File: src/rtl/gray_conv_pkg.sv
// Shared types for the Gray-code conversion arbiter:
// output-stage FSM states and conversion mode encodings.
package gray_conv_pkg;

    typedef enum logic {
        EMPTY = 1'b0,
        FULL  = 1'b1
    } state_e;

    localparam logic MODE_B2G = 1'b0;
    localparam logic MODE_G2B = 1'b1;

endpackage

File: src/rtl/gray_xlate.sv
// Combinational binary<->Gray converter shared by all requesters.
// mode selects direction: MODE_B2G or MODE_G2B.
module gray_xlate
    import gray_conv_pkg::*;
#(
    parameter int WIDTH = 4
) (
    input  logic [WIDTH-1:0] word,
    input  logic             mode,
    output logic [WIDTH-1:0] result
);

    logic [WIDTH-1:0] b2g;
    logic [WIDTH-1:0] g2b;

    assign b2g = word ^ (word >> 1);

    // Gray->binary is a prefix XOR running from the MSB down.
    always_comb begin
        g2b = '0;
        g2b[WIDTH-1] = word[WIDTH-1];
        for (int i = WIDTH - 2; i >= 0; i--) begin
            g2b[i] = g2b[i+1] ^ word[i];
        end
    end

    assign result = (mode == MODE_G2B) ? g2b : b2g;

endmodule

File: src/rtl/gray_conv_arbiter.sv
// Round-robin arbiter feeding one shared Gray converter
// into a single-entry EMPTY/FULL result register.
module gray_conv_arbiter
    import gray_conv_pkg::*;
#(
    parameter int WIDTH = 4,
    parameter int NREQ  = 4
) (
    input  logic                      clk,
    input  logic                      rst_n,
    input  logic [NREQ-1:0]           req_valid,
    input  logic [NREQ-1:0]           req_mode,
    input  logic [NREQ*WIDTH-1:0]     req_data,
    output logic [NREQ-1:0]           req_ready,
    output logic                      out_valid,
    output logic [WIDTH-1:0]          out_data,
    output logic [$clog2(NREQ)-1:0]   out_id,
    output logic                      out_mode,
    input  logic                      out_ready
);

    localparam int IDW = $clog2(NREQ);

    state_e           state_q, state_d;
    logic [IDW-1:0]   rr_ptr_q, rr_ptr_d;
    logic [WIDTH-1:0] data_q, data_d;
    logic [IDW-1:0]   id_q, id_d;
    logic             mode_q, mode_d;

    logic [IDW-1:0]   grant_id;
    logic [IDW-1:0]   idx;
    logic             found;
    logic             can_load;
    logic             accept;
    logic [WIDTH-1:0] sel_word;
    logic             sel_mode;
    logic [WIDTH-1:0] xlated;

    // NREQ is a power of two, so the IDW-bit add wraps modulo NREQ.
    always_comb begin
        grant_id = rr_ptr_q;
        found    = 1'b0;
        idx      = '0;
        for (int off = 0; off < NREQ; off++) begin
            idx = rr_ptr_q + IDW'(off);
            if (!found && req_valid[idx]) begin
                found    = 1'b1;
                grant_id = idx;
            end
        end
    end

    assign can_load = rst_n && (state_q == EMPTY || out_ready);
    assign accept   = can_load && found;

    assign req_ready = accept
        ? ({{(NREQ-1){1'b0}}, 1'b1} << grant_id)
        : '0;

    assign sel_word = req_data[grant_id*WIDTH +: WIDTH];
    assign sel_mode = req_mode[grant_id];

    gray_xlate #(
        .WIDTH (WIDTH)
    ) u_xlate (
        .word   (sel_word),
        .mode   (sel_mode),
        .result (xlated)
    );

    always_comb begin
        state_d  = state_q;
        rr_ptr_d = rr_ptr_q;
        data_d   = data_q;
        id_d     = id_q;
        mode_d   = mode_q;
        unique case (state_q)
            EMPTY: if (accept) state_d = FULL;
            FULL: begin
                if (out_ready && !accept) state_d = EMPTY;
            end
            default: state_d = EMPTY;
        endcase
        if (accept) begin
            rr_ptr_d = grant_id + IDW'(1);
            data_d   = xlated;
            id_d     = grant_id;
            mode_d   = sel_mode;
        end
    end

    always_ff @(posedge clk) begin
        if (!rst_n) begin
            state_q  <= EMPTY;
            rr_ptr_q <= '0;
            data_q   <= '0;
            id_q     <= '0;
            mode_q   <= MODE_B2G;
        end else begin
            state_q  <= state_d;
            rr_ptr_q <= rr_ptr_d;
            data_q   <= data_d;
            id_q     <= id_d;
            mode_q   <= mode_d;
        end
    end

    assign out_valid = (state_q == FULL);
    assign out_data  = data_q;
    assign out_id    = id_q;
    assign out_mode  = mode_q;

endmodule

File: config.mk
export PLATFORM = sky130hd
export DESIGN_NAME = gray_conv_arbiter
export DESIGN_NICKNAME = d
export VERILOG_FILES = /design/src/rtl/gray_conv_pkg.sv /design/src/rtl/gray_xlate.sv /design/src/rtl/gray_conv_arbiter.sv
export SDC_FILE = /design/constraint.sdc
export NUM_CORES = 1
export LEC_CHECK = 0
export ABC_AREA = 0
export ABC_CLOCK_PERIOD_IN_PS = 2000
export CAP_MARGIN = 10
export CORE_MARGIN = 8
export CORE_UTILIZATION = 27
export DETAILED_ROUTE_END_ITERATION = 8
export MAX_ROUTING_LAYER = met4
export PLACE_DENSITY = 0.66
export REMOVE_ABC_BUFFERS = 1
export SYNTH_ARGS = -nofsm -noshare
export SYNTH_HDL_FRONTEND = slang
export SYNTH_HIERARCHICAL = 1
export SYNTH_SLANG_ARGS = --single-unit
File: constraint.sdc
create_clock -name clk -period 2 [get_ports clk]
set_input_delay 0.4 -clock clk [delete_from_list [all_inputs] [get_ports clk]]
set_output_delay 0.4 -clock clk [all_outputs]
set_load 0.02 [all_outputs]
==> run metrics, run 1 <==
reg2reg end=out_data[0]$_SDFFE_PN0P_; complex-gate fraction of the synthesized area=0.1441; htree depth=1; final setup violating endpoints=3; worst setup path category=flip-flop to flip-flop; WL/cell=roughly 14 microns; Clk Tree Root Cell=clkbuf_4; Post-Synthesis Mean Instance Area=between 8 and 9 sq um; peak supply drop=0.5405 mV; Slew Limit Fails=0; Layout Utilization=0.6296; Initial DRT Pass Iterations=4; 1st-iter DRT viols=14; Post-Route WL=2544 microns; largest family of logic cells by synthesized area=simple AND/OR/NAND/NOR gates; synthesized flop and latch total=10; drt drc=0; setup_tns=-0.1450 ns; post-layout net count=185; max-cap violations=0; Final Hold Vio Count=0; Hold Path Class=flip-flop to flip-flop; area of the multi-input gates=628.1 sq um; Worst Path Required=between 2 and 2.5 ns; site row count=18; CTS tree=yes; I/O pin count=39; Global Route Usage Sum=0.1114; ant diodes=0; power per cell area=between 800 and 900 nW/um^2; Yosys warning count=6; worst-path maximum fanout=6; most frequent cells in the layout=clkdlybuf4s50_1, buf_4, nand2_1, buf_6, dfxtp_1; clk buf depth=2; Max Fclk=483.7 MHz; Worst Tran Pin Value=~0.38 ns; post-synthesis adder-cell area fraction=0; starting density of the core=0.2883; TritonCTS sink count=10; Post-DRT Antenna Nets=0; Clock power frac=0.132; startpoint types=flip-flop; cell-internal power=879.6 uW; Flop pwr share=0.210; Pleak=0.6600 nW; register area share after synthesis=0.2778; core area=2500 sq um; commonest non-fill, non-tap cell in the layout=clkdlybuf4s50_1; run status=complete, but fails checks; pre-CTS setup slack=-0.7824 ns; failing checks=negative setup slack; die area=4579 sq um; first-pass GRT wire length=3905 microns; smallest hold slack=0.4572 ns; Post-Synth Simple-Gate Area=0.2344; Mapped Area=slightly above 700 sq um; share of cells above drive strength 1=0.4522; Worst path slowest cell=dfxtp_1; crit-path cells=nor2b_1 > o21ai_1 > o221a_2 > buf_6 > buf_8 > mux2i_4 > xor2_2 > nand2_1 > xnor2_1 > nand2_1 > nand2_1; Die Span X=67.67 microns; worst min-delay path startpoint=out_data[1]$_SDFFE_PN0P_; gr ovfl total=0; period utilization=1.034; routability cong.=0.8574; post-DR vias/cell=4.701; slowest stage delay, CP=0.40 ns; min setup slack post-route=-0.06719 ns; Placed Cells=170; Cells after Synth=87; flop-to-flop setup slack=-0.07 ns; Crit. End Element=flip-flop; RSZ-0062 raised after global routing=yes; hold path endpoint=out_data[1]$_SDFFE_PN0P_; post-route insts no fill=about 190; Final HPWL DP=roughly 1900 microns; Switching Share=0.3533; max_slew headroom=0.7485; initial antenna violation count=0; largest net degree at the start of global routing=11; Period minus WS final=2.067 ns; via count=slightly below 900; vias in the first global route=964; post-synthesis mux area share=0.2083; XOR/XNOR Fraction of Synth Area=0.07292; Worst-path clk slew=0.07 ns; # hold bufs at CTS=0; Area growth, synth to finish=118.4%; CTS buffer count=3; # port buffers=38; combinational share of power=0.658; Psw=between 400 and 500 uW; FF+latch area=between 200 and 250 sq um; unique cell type count in the Yosys netlist=26; fillers=~200; CP dominant cell by count=nand2_1; FF-to-FF path depth=11; clock skew=0.002478 ns; Die H=67.67 microns; RR Startpoint=rr_ptr_q[0]$_SDFFE_PN0P_; worst skew pair latency=0.26 ns; Hold Crit Depth=2; Worst EP arrival=2.22 ns
==> how the worst max path moves through the flow <==
stage / from / endpoint / slack, ns / cells after the start
finish: rr_ptr_q[0]$_SDFFE_PN0P_ / out_data[0]$_SDFFE_PN0P_ / -0.07 / 11
global route: rr_ptr_q[1]$_SDFFE_PN0P_ / out_data[0]$_SDFFE_PN0P_ / -0.22 / 11
CTS: rr_ptr_q[1]$_SDFFE_PN0P_ / out_data[0]$_SDFFE_PN0P_ / -0.1 / 11
detailed placement: req_valid[0] / req_ready[0] / -0.78 / 9
global placement: req_valid[0] / req_ready[3] / -0.76 / 8
floorplan: req_valid[0] / out_data[0]$_SDFFE_PN0P_ / -0.1 / 9
==> kinds of logic (layout without fill, tap and decap cells) <==
| logic type | after synthesis | after routing |
|---|---|---|
| multiplexers | 15 | 15 |
| AND/OR/NAND/NOR | 36 | 36 |
| flip-flops | 10 | 10 |
| AO/OA/AOI/OAI | 13 | 13 |
| XOR/XNOR | 6 | 6 |
| buffers and inverters | 7 | 77 |
==> state kept, by name, indices dropped and copies added, names as in the netlist <==
name,cells
out_id,2
rr_ptr_q,2
out_mode,1
out_valid,1
out_data,4
==> cell type report <==
type / instances / area share
well taps: 30 / 0.02385
repair buffers: 71 / 0.4181
inverters: 2 / 0.006359
multi-input cells: 70 / 0.3990
flip-flops and latches: 10 / 0.1296
clock buffers: 4 / 0.02305
==> synthesized netlist by cell type <==
cell,count,area [sq um]
a21oi_1,2,10.01
a21oi_2,1,8.760
a2bb2oi_1,1,8.760
a31o_1,1,8.760
a31oi_1,1,6.260
and2_1,1,6.260
and3_1,2,12.51
buf_4,1,7.510
buf_6,2,22.52
clkbuf_1,2,7.510
dfxtp_1,10,200.2
inv_1,2,7.510
mux2i_1,15,150.1
nand2_1,14,52.55
nand2b_1,2,12.51
nand3_1,7,35.03
nor2_1,5,18.77
nor2b_1,4,25.02
o21ai_0,2,10.01
o21ai_1,2,10.01
o221a_2,1,11.26
o221ai_1,1,8.760
o31ai_4,1,21.27
or2_1,1,6.260
xnor2_1,3,26.28
xor2_1,3,26.28
==> worst max-delay path: cells and delay by family (launching register included) <==
| family | cells | cell delay (ns) |
|---|---|---|
| buf+inv | 2 | 0.26 |
| compound gates | 2 | 0.40 |
| simple gates | 4 | 0.31 |
| mux | 1 | 0.28 |
| flops | 1 | 0.40 |
| xor+xnor | 2 | 0.32 |
==> timing repair <==
action,4_1_cts,5_1_grt
setup endpoints to repair,9,7
buffers inserted,7,6
gates resized for setup,54,27
pin swaps,11,6
==> stage by stage <==
stage / instance area [sq um] / power (mW)
2_1_floorplan: 683.2 / 0.6191
4_1_cts: 1439 / 1.238
3_5_place_dp: 1251 / 0.9290
3_3_place_gp: 1251 / 0.9183
5_1_grt: 1574 / 1.446
6_report: 1574 / 1.360
==> per-layer routing <==
metal / share of wire / track usage
met1: 0.40 / 0.1067
met2: 0.54 / 0.2024
met3: 0.061 / 0.04305
met4: 0 / 0.03133
met5: 0 / -
==> power groups by stage <==
stage | Combinational (mW) | Sequential, mW | Clock, mW
final | 0.895 | 0.286 | 0.180
after global routing | 0.955 | 0.293 | 0.198
after CTS | 0.769 | 0.282 | 0.187
after detailed placement | 0.644 | 0.285 | 0
after global placement | 0.634 | 0.285 | 0
after floorplan | 0.286 | 0.333 | 0
(Power assumes the default switching activity.)
==> run 2, diff against run 1 <==
--- a/config.mk
+++ b/config.mk
@@ -9,11 +9,12 @@
 export ABC_CLOCK_PERIOD_IN_PS = 2000
 export CAP_MARGIN = 10
 export CORE_MARGIN = 8
-export CORE_UTILIZATION = 27
+export CORE_UTILIZATION = 34
 export DETAILED_ROUTE_END_ITERATION = 8
 export MAX_ROUTING_LAYER = met4
-export PLACE_DENSITY = 0.66
+export PLACE_DENSITY = 0.79
 export REMOVE_ABC_BUFFERS = 1
+export SLEW_MARGIN = 20
 export SYNTH_ARGS = -nofsm -noshare
 export SYNTH_HDL_FRONTEND = slang
 export SYNTH_HIERARCHICAL = 1
==> run metrics, run 2 (synthesized netlist as in run 1, its figures left out) <==
power per cell area=858.0 nW/um^2; Slew Limit Fails=0; initial antenna violation count=0; Period minus WS final=roughly 2.1 ns; placed instance area=1255 sq um; Final HPWL DP=1965 microns; CTS buffer count=3; Clk Tree Root Cell=clkbuf_4; htree depth=1; period utilization=1.049; WL/cell=16.61 microns; site row count=16; Buffers & Inverters on Critical Path=3; peak supply drop=0.8727 mV; overall power=about 1.3 mW; post-route insts no fill=180; Global Route Usage Sum=0.1645; share of cells above drive strength 1=0.4575; final setup violating endpoints=4; Worst Tran Pin Value=0.3832 ns; # hold bufs at CTS=0; setup_tns=-0.2712 ns; run status=complete, but fails checks; # port buffers=38; post-layout net count=182; Hold Crit Depth=2; FF+latch area=just over 200 sq um; fillers=123; commonest non-fill, non-tap cell in the layout=clkdlybuf4s50_1; worst-path maximum fanout=6; Area growth, synth to finish=113.0%; clock skew=0.002487 ns; delay-heaviest family, CP=buffers and inverters; startpoint types=input port; I/O pin count=39; Worst path slowest cell=o31ai_4; starting density of the core=0.3636; Pleak=0.6550 nW; clk buf depth=2; Max Fclk=about 480 MHz; max FFs per register=4; via count=889; routability cong.=0.8571; Die Span X=62.04 microns; worst skew pair latency=between 0.2 and 0.3 ns; drt drc=0; TritonCTS sink count=10; max-cap violations=0; RR Startpoint=rr_ptr_q[0]$_SDFFE_PN0P_; gr ovfl total=0; core area=1982 sq um; flop-to-flop setup slack=-0.09 ns; ant diodes=0; first-pass GRT wire length=around 4500 microns; worst min-delay path startpoint=out_data[2]$_SDFFE_PN0P_; Hold Path Class=flip-flop to flip-flop; crit-path cells=clkdlybuf4s15_1 > buf_6 > o31ai_4 > buf_6 > mux2i_4 > mux2i_4 > xor2_1 > nand2_1 > xnor2_1 > nand2_1 > nand2_1; reg2reg end=out_data[0]$_SDFFE_PN0P_; max_slew headroom=0.7438; CP dominant cell by count=nand2_1; largest net degree at the start of global routing=11; post-DR vias/cell=just under 5; CTS tree=yes; FF-to-FF path depth=11; area of the multi-input gates=between 600 and 700 sq um; Crit. End Element=flip-flop; min setup slack post-route=-0.09719 ns; Die H=62.04 microns; Initial DRT Pass Iterations=3; Placed Cells=168; post-layout instance area=1535 sq um; vias in the first global route=952; Post-Route WL=2989 microns; Worst Path Required=about 2.2 ns; hold path endpoint=out_data[2]$_SDFFE_PN0P_; slowest stage delay, CP=0.33 ns; Worst EP arrival=~2.3 ns; RSZ-0062 raised after global routing=yes; die area=~3800 sq um; failing checks=negative setup slack; 1st-iter DRT viols=10; worst setup path category=input port to flip-flop; Worst-path clk slew=0.06 ns; Final Hold Vio Count=0; Post-DRT Antenna Nets=0; most frequent cells in the layout=clkdlybuf4s50_1, buf_4, nand2_1, buf_6, dfxtp_1
[run 2: cell count changes in the layout (fill, tap and decap cells not counted), sizes merged]
cell           delta
buf               -2
clkbuf            -1
clkdlybuf4s15     -1
[run 2: worst max path at each step]
stage,start,end,slack (ns),depth (start not counted)
floorplan,req_valid[0],out_data[0]$_SDFFE_PN0P_,-0.1,9
global placement,req_valid[0],req_ready[1],-0.69,7
detailed placement,req_valid[0],req_ready[1],-0.75,7
CTS,rr_ptr_q[1]$_SDFFE_PN0P_,out_data[1]$_SDFFE_PN0P_,-0.13,12
global route,rr_ptr_q[1]$_SDFFE_PN0P_,out_data[0]$_SDFFE_PN0P_,-0.20,12
finish,req_valid[1],out_data[0]$_SDFFE_PN0P_,-0.1,11
[run 2: layer usage]
layer / vias up / share of wire / GRT usage
met4: 0 / 0.025 / 0.08766
met2: 23 / 0.54 / 0.2920
li1: 439 / - / -
met3: 6 / 0.034 / 0.03704
met1: 421 / 0.40 / 0.1635
met5: - / 0 / -
[run 2: report_power, final]
part	leakage, nW	switching, mW	internal [mW]
registers	0.0837	0.0293	0.252
clock network	0.0138	0.0664	0.0695
logic	0.557	0.395	0.505
total	0.655	0.491	0.826
[run 2: tightest hold or removal path: stages (launching register included)]
cell and delay [ns]:
dfxtp_1 0.31, nand3_1 0.06, nand2_1 0.05
[run 2: what timing repair did]
action | 4_1_cts | 5_1_grt
buffers inserted | 4 | 6
cloned | 0 | 0
setup endpoints to repair | 9 | 7
pin swaps | 11 | 8
resized for setup | 58 | 27
[run 2: through the flow]
stage                     utilization  setup WS, ns  hold WS, ns
final                          0.7746      -0.09719       0.4569
after CTS                      0.7254       -0.1314       0.4637
after detailed placement       0.6332       -0.7487       0.4482
after floorplan                     -      -0.09863       0.4783
after global routing           0.7746       -0.1951       0.4776
after global placement         0.6332       -0.6851       0.4422
[run 2: cell type report]
cell class,count,share of cell area
multi-input combinational,70,0.4214
timing repair buffer,68,0.4051
sequential,10,0.1320
tap,27,0.02200
clock buffer,3,0.01467
inverter,2,0.004890
==> run 3, diff against run 2 <==
--- a/config.mk
+++ b/config.mk
@@ -14,6 +14,7 @@
 export MAX_ROUTING_LAYER = met4
 export PLACE_DENSITY = 0.79
 export REMOVE_ABC_BUFFERS = 1
+export SETUP_SLACK_MARGIN = 0.5
 export SLEW_MARGIN = 20
 export SYNTH_ARGS = -nofsm -noshare
 export SYNTH_HDL_FRONTEND = slang
==> run metrics, run 3 (synthesized netlist as in run 1, its figures left out) <==
Slew Limit Fails=0; Period minus WS final=about 2.1 ns; CP dominant cell by count=nand2_1; # port buffers=38; Final Hold Vio Count=0; reg2reg end=out_data[0]$_SDFFE_PN0P_; Post-Route WL=3324 microns; Placed Cells=168; Die Span X=62.04 microns; Buffers & Inverters on Critical Path=4; period utilization=1.043; routability cong.=0.8571; 1st-iter DRT viols=27; most frequent cells in the layout=clkdlybuf4s50_1, buf_4, buf_6, nand2_1, dlygate4sd2_1; WL/cell=between 15 and 20 microns; Hold Path Class=flip-flop to flip-flop; clk buf depth=2; site row count=16; initial antenna violation count=0; Worst Path Required=2.22 ns; CTS buffer count=3; run status=complete, but fails checks; Global Route Usage Sum=0.1927; peak supply drop=0.7476 mV; slowest stage delay, CP=about 0.36 ns; worst setup path category=flip-flop to flip-flop; crit-path cells=buf_6 > inv_4 > a21oi_2 > o221a_2 > buf_6 > buf_8 > mux2i_4 > xor2_1 > nand2_1 > xnor2_1 > nand2_1 > nand2_1; Crit. End Element=flip-flop; Clk Tree Root Cell=clkbuf_4; # hold bufs at CTS=0; largest net degree at the start of global routing=11; Die H=62.04 microns; Post-DRT Antenna Nets=0; worst min-delay path startpoint=out_data[2]$_SDFFE_PN0P_; drt drc=0; failing checks=negative setup slack; first-pass GRT wire length=5216 microns; commonest non-fill, non-tap cell in the layout=clkdlybuf4s50_1; hold path endpoint=out_data[2]$_SDFFE_PN0P_; gr ovfl total=0; flop-to-flop setup slack=-0.09 ns; core area=1982 sq um; post-layout net count=about 180; Worst path slowest cell=dfxtp_2; max_slew headroom=0.8220; Initial DRT Pass Iterations=4; via count=923; htree depth=1; startpoint types=flip-flop; Hold Crit Depth=2; smallest hold slack=0.4553 ns; post-route insts no fill=179; FF-to-FF path depth=12; worst skew pair latency=0.27 ns; CP Depth=12; CTS tree=yes; delay-heaviest family, CP=buffers and inverters; RR Startpoint=rr_ptr_q[1]$_SDFFE_PN0P_; die area=3849 sq um; pre-CTS setup slack=-0.7487 ns; Worst EP arrival=between 2 and 2.5 ns; ant diodes=0; worst-path maximum fanout=5; min setup slack post-route=-0.08559 ns; max FFs per register=4; share of cells above drive strength 1=0.4671; power per cell area=847.6 nW/um^2; post-DR vias/cell=5.156; max-cap violations=0; Final HPWL DP=1965 microns; Worst Tran Pin Value=0.2618 ns; vias in the first global route=roughly 1000; overall power=1.325 mW; TritonCTS sink count=10; Max Fclk=between 400 and 500 MHz; final setup violating endpoints=4; Area growth, synth to finish=116.8%; starting density of the core=0.3636; Pleak=0.6680 nW; RSZ-0062 raised after global routing=yes; Worst-path clk slew=0.07 ns; I/O pin count=39; clock skew=0.004165 ns
run 3: per-layer routing:
metal  routed length, microns  track usage  vias to the layer above  share of wire
met5                        0            -                        -              0
met2                     1703       0.3378                       40           0.51
met3                      162      0.04115                       14          0.049
li1                         -            -                      436              -
met4                      179       0.1169                        0          0.054
met1                     1278       0.1910                      433           0.38
run 3: worst max-delay path by stage:
stage | from | endpoint
after floorplan | req_valid[0] | out_data[0]$_SDFFE_PN0P_
after CTS | rr_ptr_q[1]$_SDFFE_PN0P_ | out_data[1]$_SDFFE_PN0P_
after global placement | req_valid[0] | req_ready[1]
after global routing | req_valid[1] | out_data[1]$_SDFFE_PN0P_
final | rr_ptr_q[1]$_SDFFE_PN0P_ | out_data[0]$_SDFFE_PN0P_
after detailed placement | req_valid[0] | req_ready[1]
run 3: what timing repair did:
| item | 4_1_cts | 5_1_grt |
|---|---|---|
| pin swaps | 16 | 3 |
| setup buffers | 7 | 1 |
| endpoints found under the setup margin | 21 | 12 |
| gates resized for setup | 88 | 11 |
| gates cloned | 0 | 0 |
| hold endpoints to repair | 0 | 0 |
run 3: metrics by stage:
step	setup TNS, ns	util	cell area (sq um)
after floorplan	-0.1014	-	683.2
after global placement	-5.092	0.6332	1255
after detailed placement	-5.630	0.6332	1255
after CTS	-0.3385	0.7607	1508
after global routing	-0.7409	0.7885	1563
final	-0.2347	0.7885	1563
run 3: worst register-to-register path: stages (launching register included):
cell and delay, ns:
dfxtp_2 0.36, buf_6 0.12, inv_4 0.04, a21oi_2 0.14, o221a_2 0.24, buf_6 0.13
buf_8 0.14, mux2i_4 0.26, xor2_1 0.22, nand2_1 0.10, xnor2_1 0.17, nand2_1 0.07
nand2_1 0.05
run 3: cell type report:
cell class	count	area [sq um]
Timing Repair Buffer	67	628.1
Inverter	2	10.01
Clock buffer	3	22.52
Fill cell	112	419.2
Sequential cell	10	202.7
Multi-Input combinational cell	70	665.6
Tap cell	27	33.78
run 3: power by group:
part	internal (mW)	switching, mW	leakage [nW]	total [mW]
Sequential	0.252	0.0289	0.0837	0.281
Clock	0.0696	0.0724	0.0138	0.142
Combinational	0.491	0.411	0.570	0.902
Total	0.812	0.512	0.668	1.32
